$ cat src/rtl/mt9d111_pixel_capture_pkg.sv
// Purpose : shared constants, state encoding and pixel packing helper for the
//           MT9D111 DVP pixel capture block.
// Contents: default accepted frame geometry, counter width, capture FSM states,
//           RGB565 byte-pair packing function.
package mt9d111_pixel_capture_pkg;

    // Accepted frame geometry (sensor output window)
    localparam int CAM_H_WIDTH_DEF  = 1600;
    localparam int CAM_V_HEIGHT_DEF = 1200;

    // Width of HCnt / VCnt / line counters
    localparam int CNT_W = 11;

    typedef enum logic [1:0] {
        SYNC   = 2'd0,
        VBLANK = 2'd1,
        ACTIVE = 2'd2
    } cap_state_e;

    // Combine the two bytes of a pixel in arrival order into RGB565.
    function automatic logic [15:0] pack_rgb565(input logic [7:0] first_byte,
                                                input logic [7:0] second_byte,
                                                input logic       hi_first);
        return hi_first ? {first_byte, second_byte} : {second_byte, first_byte};
    endfunction

endpackage

$ cat src/rtl/mt9d111_pixel_capture_edge_det.sv
// Purpose : registers a level once and reports its rising / falling edges.
// Ports   : clk    - sampling clock
//           i_lvl  - level to watch (already synchronous to clk)
//           o_rise - high in the cycle i_lvl is 1 and was 0 on the previous edge
//           o_fall - high in the cycle i_lvl is 0 and was 1 on the previous edge
module dvp_edge_det (
    input  logic clk,
    input  logic i_lvl,
    output logic o_rise,
    output logic o_fall
);

    logic r_lvl;

    // Deliberately not reset: the register keeps tracking the input during
    // reset, so a level already asserted at reset release gives no edge.
    always_ff @(posedge clk) begin
        r_lvl <= i_lvl;
    end

    assign o_rise = i_lvl & ~r_lvl;
    assign o_fall = ~i_lvl & r_lvl;

endmodule

$ cat src/rtl/mt9d111_pixel_capture.sv
// Purpose : converts the MT9D111 8-bit DVP stream (VSYNC/HREF/D) into RGB565
//           pixel strobes with 1-based column and 0-based row counters, plus
//           per-frame line count and sticky error status.
// Ports   : MT9D111_CLK         - sensor pixel clock (only clock)
//           sys_rst             - synchronous reset, active-high
//           CAP_EN              - capture enable, sampled at frame start
//           CAM_VSYNC/CAM_HREF  - sensor sync signals, synchronous to MT9D111_CLK
//           CAM_D               - sensor data byte
//           MT9D111_FrameData   - RGB565 pixel (holds between strobes)
//           MT9D111_FrameDataEn - one-cycle pixel strobe
//           MT9D111_FrameHCnt   - column of the pixel, 1-based
//           MT9D111_FrameVCnt   - row of the pixel, 0-based
//           MT9D111_FrameNewEn  - one-cycle pulse when a captured frame starts
//           FRAME_LINES         - line count of the last completed frame
//           CAP_ERR             - sticky {odd_byte, line_overflow, frame_overflow}
module mt9d111_pixel_capture
    import mt9d111_pixel_capture_pkg::*;
#(
    parameter int CAM_H_WIDTH   = CAM_H_WIDTH_DEF,
    parameter int CAM_V_HEIGHT  = CAM_V_HEIGHT_DEF,
    parameter bit VS_POL        = 1'b1,
    parameter bit BYTE_HI_FIRST = 1'b1
) (
    input  logic             MT9D111_CLK,
    input  logic             sys_rst,
    input  logic             CAP_EN,
    input  logic             CAM_VSYNC,
    input  logic             CAM_HREF,
    input  logic [7:0]       CAM_D,
    output logic [15:0]      MT9D111_FrameData,
    output logic             MT9D111_FrameDataEn,
    output logic [CNT_W-1:0] MT9D111_FrameHCnt,
    output logic [CNT_W-1:0] MT9D111_FrameVCnt,
    output logic             MT9D111_FrameNewEn,
    output logic [CNT_W-1:0] FRAME_LINES,
    output logic [2:0]       CAP_ERR
);

    logic w_vs_act, w_vs_rise, w_vs_fall, w_href_fall;

    assign w_vs_act = (CAM_VSYNC == VS_POL);

    dvp_edge_det u_vs_edge (
        .clk    (MT9D111_CLK),
        .i_lvl  (w_vs_act),
        .o_rise (w_vs_rise),
        .o_fall (w_vs_fall)
    );

    logic w_href_rise_unused;

    dvp_edge_det u_href_edge (
        .clk    (MT9D111_CLK),
        .i_lvl  (CAM_HREF),
        .o_rise (w_href_rise_unused),
        .o_fall (w_href_fall)
    );

    cap_state_e r_state, w_state_nxt;
    logic       w_frame_start, w_frame_end;

    always_ff @(posedge MT9D111_CLK) begin
        if (sys_rst) r_state <= SYNC;
        else         r_state <= w_state_nxt;
    end

    always_comb begin
        w_state_nxt   = r_state;
        w_frame_start = 1'b0;
        w_frame_end   = 1'b0;
        case (r_state)
            // Wait for a full VSYNC so the first captured frame is complete
            SYNC: if (w_vs_rise) w_state_nxt = VBLANK;
            VBLANK: begin
                if (w_vs_fall && CAP_EN) begin
                    w_state_nxt   = ACTIVE;
                    w_frame_start = 1'b1;
                end
            end
            ACTIVE: begin
                if (w_vs_rise) begin
                    w_state_nxt = VBLANK;
                    w_frame_end = 1'b1;
                end
            end
            default: w_state_nxt = SYNC;
        endcase
    end

    logic             r_phase;
    logic [7:0]       r_byte;
    logic [CNT_W-1:0] r_line_pix;
    logic [CNT_W-1:0] r_line_cnt;

    logic             w_byte_en, w_line_end, w_h_ok, w_v_ok;
    logic [CNT_W:0]   w_hcnt_nxt;
    logic [CNT_W-1:0] w_line_cnt_nxt;

    assign w_byte_en  = (r_state == ACTIVE) && CAM_HREF;
    assign w_line_end = (r_state == ACTIVE) && w_href_fall;
    assign w_hcnt_nxt = {1'b0, r_line_pix} + 1'b1;
    assign w_h_ok     = (w_hcnt_nxt <= (CNT_W+1)'(CAM_H_WIDTH));
    assign w_v_ok     = (r_line_cnt < CNT_W'(CAM_V_HEIGHT));

    // A line counts only if it produced a pixel; counter saturates rather than wraps
    assign w_line_cnt_nxt = ((r_line_pix != '0) && (r_line_cnt != '1)) ?
                            r_line_cnt + 1'b1 : r_line_cnt;

    always_ff @(posedge MT9D111_CLK) begin
        if (sys_rst) begin
            r_phase             <= 1'b0;
            r_byte              <= '0;
            r_line_pix          <= '0;
            r_line_cnt          <= '0;
            MT9D111_FrameData   <= '0;
            MT9D111_FrameDataEn <= 1'b0;
            MT9D111_FrameHCnt   <= '0;
            MT9D111_FrameVCnt   <= '0;
            MT9D111_FrameNewEn  <= 1'b0;
            FRAME_LINES         <= '0;
            CAP_ERR             <= '0;
        end else begin
            MT9D111_FrameDataEn <= 1'b0;
            MT9D111_FrameNewEn  <= 1'b0;
            if (w_frame_start) begin
                MT9D111_FrameNewEn <= 1'b1;
                CAP_ERR            <= '0;
                r_phase            <= 1'b0;
                r_line_pix         <= '0;
                r_line_cnt         <= '0;
                MT9D111_FrameVCnt  <= '0;
            end else begin
                if (w_byte_en) begin
                    if (!r_phase) begin
                        r_byte  <= CAM_D;
                        r_phase <= 1'b1;
                    end else begin
                        r_phase <= 1'b0;
                        if (r_line_pix != '1) r_line_pix <= r_line_pix + 1'b1;
                        if (!w_v_ok) begin
                            CAP_ERR[0] <= 1'b1;
                        end else if (!w_h_ok) begin
                            CAP_ERR[1] <= 1'b1;
                        end else begin
                            MT9D111_FrameDataEn <= 1'b1;
                            MT9D111_FrameData   <= pack_rgb565(r_byte, CAM_D, BYTE_HI_FIRST);
                            MT9D111_FrameHCnt   <= w_hcnt_nxt[CNT_W-1:0];
                            MT9D111_FrameVCnt   <= r_line_cnt;
                        end
                    end
                end
                if (w_line_end) begin
                    r_line_pix <= '0;
                    r_line_cnt <= w_line_cnt_nxt;
                    // Dangling first byte of an unfinished pixel is discarded
                    if (r_phase) begin
                        CAP_ERR[2] <= 1'b1;
                        r_phase    <= 1'b0;
                    end
                end
                // A line ending on the same edge as the frame is counted first
                if (w_frame_end) begin
                    FRAME_LINES <= w_line_end ? w_line_cnt_nxt : r_line_cnt;
                end
            end
        end
    end

endmodule
$ cat config.mk
export PLATFORM = sky130hd
export DESIGN_NAME = mt9d111_pixel_capture
export DESIGN_NICKNAME = d
export VERILOG_FILES = /design/src/rtl/mt9d111_pixel_capture_pkg.sv /design/src/rtl/mt9d111_pixel_capture_edge_det.sv /design/src/rtl/mt9d111_pixel_capture.sv
export SDC_FILE = /design/constraint.sdc
export NUM_CORES = 1
export LEC_CHECK = 0
export CAP_MARGIN = 20
export CORE_MARGIN = 10
export CORE_UTILIZATION = 53
export DETAILED_ROUTE_END_ITERATION = 8
export PLACE_DENSITY = 0.83
export SYNTH_ARGS = -nofsm -noshare
export SYNTH_HDL_FRONTEND = slang
export SYNTH_SLANG_ARGS = --single-unit
$ cat constraint.sdc
create_clock -name MT9D111_CLK -period 3.2 [get_ports MT9D111_CLK]
set_clock_uncertainty 0.15 [all_clocks]
set_input_delay 0.64 -clock MT9D111_CLK [delete_from_list [all_inputs] [get_ports MT9D111_CLK]]
set_output_delay 0.64 -clock MT9D111_CLK [all_outputs]
set_load 0.01 [all_outputs]
==> impl_results.md <==
* Vias per cell at 5.62
* Rel. slew slack at 27.6%
* Pwr Density at 425 mW/mm²
* Clock Path Buffers at 2
* Period minus WS final at 2980 ps
* Iteration-0 DRC Markers at 203
* Clock sinks at 89
* Dpl hpwl at 6.91 mm
* Fraction of the mapped netlist area in adder cells at 1.92%
* Area contributors post-synth: dfxtp_1, a21oi_1, nor2_1
* Row Count at 31
* Most frequent cells after synthesis: dfxtp_1, nor2_1, a21oi_1
* CTS Buf Count at 9
* WP data required at 3340 ps
* Crit end category: flip-flop
* Critical Path AT at 3120 ps
* Synthesized flop and latch total at 89
* Setup crit start: r_line_pix[1]
* WHS Path Cells at 2
* Compound-Gate Fraction of Synth Area at 20.9%
* DRT antenna net count at 0
* R2r endpoint: MT9D111_FrameVCnt[1]
* Synth top area share at 45.6%
* CTS tree: yes
* Post-synthesis async set-or-reset flop share at 0%
* Post-route non-filler standard cell count at 593
* Post-synthesis sequential area ratio at 45.6%
* Max H-tree Level at 3
* Ant. Diodes at 0
* Syn Area/Cell at 8.97 µm²
* F_max at 335 MHz
* Met3 Use GR at 4.35%
* Final Setup Violations at 0
* Post-DR wirelength/cell at 16.1 µm
* Worst IR Drop VDD at 217 µV
* Startpoint types: flip-flop
* Starting Density at 54.2%
* Top-Level Pins at 67
* Worst hold path class: flip-flop to flip-flop
* Hold Path Origin: r_byte[1]
* Fillers at 592
* Met1 Use GR at 22.3%
* Crit path max fanout at 29
* Post-cts resize count at 0
* Synth Instances at 436
* Final net count at 510
* Gr ovfl total at 0
* Total track usage at 17.4%
* Chip height at 106 µm
* Buffers on Ports at 66
* Die outline width at 106 µm
* Tcrit/Tclk final at 93.1%
* Post-Syn Nets at 455
* Worst r2r path cells at 8
* Share of post-route cells with drive strength above 1 at 8.50%
* Simple-gate portion of the synthesized area at 17.6%
* Top-count cell post-synth: dfxtp_1
* Clk root buf: clkbuf_8
* Clk_lat worst skew at 360 ps
* Synthesized area at 0.00391 mm²
* Vias at 3333
* Core Region at 0.00721 mm²
* Worst R2R Start: r_line_pix[1]
* Max Cap Viol at 0
* Pin count of the biggest net entering global routing at 37
* Clk slew on worst S/H paths at 90 ps
* Ys Warns at 0
* GRT Max-Usage Layer: met2
* Worst Max-Slew Pin Slew at 1080 ps
* Die area at 0.0112 mm²
* Hold endpoint: MT9D111_FrameData[9]
* Primary FF master, synth: dfxtp_1
* Distinct cell type count after synthesis at 59
* Inst Count DP at 578
* Worst hold slack at 324 ps
* Final Hold Fails at 0
* XOR/XNOR share of the synthesized area at 6.27%
* 1st-pass router iterations at 4
* Unrepaired setup endpoints after global routing: false
* Met2 usage in global routing at 27.7%
* Post-CTS Hold Buffers at 0
* Status: finished clean
* Area grow syn2layout at 24.0%
* Leak pwr at 0.00160 µW
* Setup TNS at 0 ps
* Crit Path Category: flip-flop to flip-flop
* Number of global-route vias before repair at 3242
* Global-route wire length before repair at 16.3 mm
* Slew Limit Fails at 0
* EDFF count, synth at 0
* WL final at 9.56 mm
* Initial antenna violation count at 0
* Post-synthesis mux area share at 2.56%
* Worst R2R Setup Slack at 220 ps
* Routability cong. at 0.858
* Postcts setup bufs at 0
* Number of remaining DRC errors at 0
* Yosys top cell by area: dfxtp_1
* Largest family of logic cells by synthesized area: compound AO/OA/AOI/OAI gates
* Final Util at 67.2%
==> critical path: stages, from the launching register on <==
cell and delay (ps):
dfxtp_1 350, ha_1 330, and3b_1 230, a2bb2oi_1 80
o22a_4 240, o311ai_4 940, buf_4 330, nand3_1 110
a21oi_1 160
==> metal layers <==
metal  wire (µm)  part of all wire [%]  vias up
li1            -                     -     1651
met1        4350                    45     1575
met2        4550                    48       96
met3         517                   5.4       11
met4         144                   1.5        0
met5           0                     0        -
==> state kept, by name, summed over array words and instances, names as in the netlist <==
| register | count |
|---|---|
| CAP_ERR | 3 |
| FRAME_LINES | 11 |
| MT9D111_FrameData | 16 |
| MT9D111_FrameDataEn | 1 |
| MT9D111_FrameHCnt | 11 |
| MT9D111_FrameNewEn | 1 |
| MT9D111_FrameVCnt | 11 |
| r_byte | 8 |
| r_line_cnt | 11 |
| r_line_pix | 11 |
| r_phase | 1 |
| r_state | 2 |
| u_href_edge.r_lvl | 1 |
| u_vs_edge.r_lvl | 1 |
==> logic make-up after synthesis <==
kind of cell    after synthesis
simple gates                140
compound gates              122
flops                        89
buf+inv                      41
xor+xnor                     28
mux                          10
fa+ha+maj                     6
==> worst max-delay path by stage <==
stage,endpoint,slack [ps],cells past startpoint
floorplan,MT9D111_FrameHCnt[5],940,9
global placement,MT9D111_FrameVCnt[3],220,7
detailed placement,MT9D111_FrameVCnt[10],150,7
CTS,MT9D111_FrameVCnt[1],230,8
global route,MT9D111_FrameVCnt[2],20,8
finish,MT9D111_FrameVCnt[1],220,8
==> cells in the final DEF (no fill, tap or decap), types with 2 or more instances in the layout <==
cell type / n
nand3_1: 37
dfxtp_1: 89
and3_1: 3
nor3_1: 8
inv_1: 6
o21ai_1: 10
and2_1: 6
a21boi_2: 2
buf_4: 12
xnor2_1: 16
clkbuf_8: 9
and3b_1: 2
a211oi_1: 18
nand2_1: 9
a31oi_1: 2
nand4_1: 6
ha_1: 6
o21ai_0: 20
and4_1: 3
a21oi_1: 43
clkdlybuf4s50_1: 65
a211oi_2: 2
mux2i_1: 10
xor2_1: 12
bufinv_16: 3
o21a_1: 2
a21boi_0: 3
nor2_1: 56
==> through the flow <==
step                      power (µW)  worst slack (ps)  instance area [µm²]
final                           2060               219                 4850
after global routing            2130              18.4                 4850
after CTS                       2080               229                 4840
after detailed placement        1190               148                 4610
after global placement          1190               219                 4610
after floorplan                 1160               941                 3910
==> area by class of cell <==
type | instances | area (µm²) | area share (%)
Inverter | 6 | 22.5 | 0.465
Sequential cell | 89 | 1780 | 36.7
Tap cell | 99 | 124 | 2.55
Timing Repair Buffer | 79 | 753 | 15.5
Clock inverter | 5 | 104 | 2.14
Multi-Input combinational cell | 306 | 1940 | 40.0
Clock buffer | 9 | 124 | 2.55
==> power breakdown <==
group	internal, µW	switching [µW]	leakage, µW
Clock	512	388	0.000116
Sequential	1110	3.31	0.000717
Combinational	20.7	27.6	0.000772
Total	1640	419	0.00160
Power figures use the tool's default switching activity.
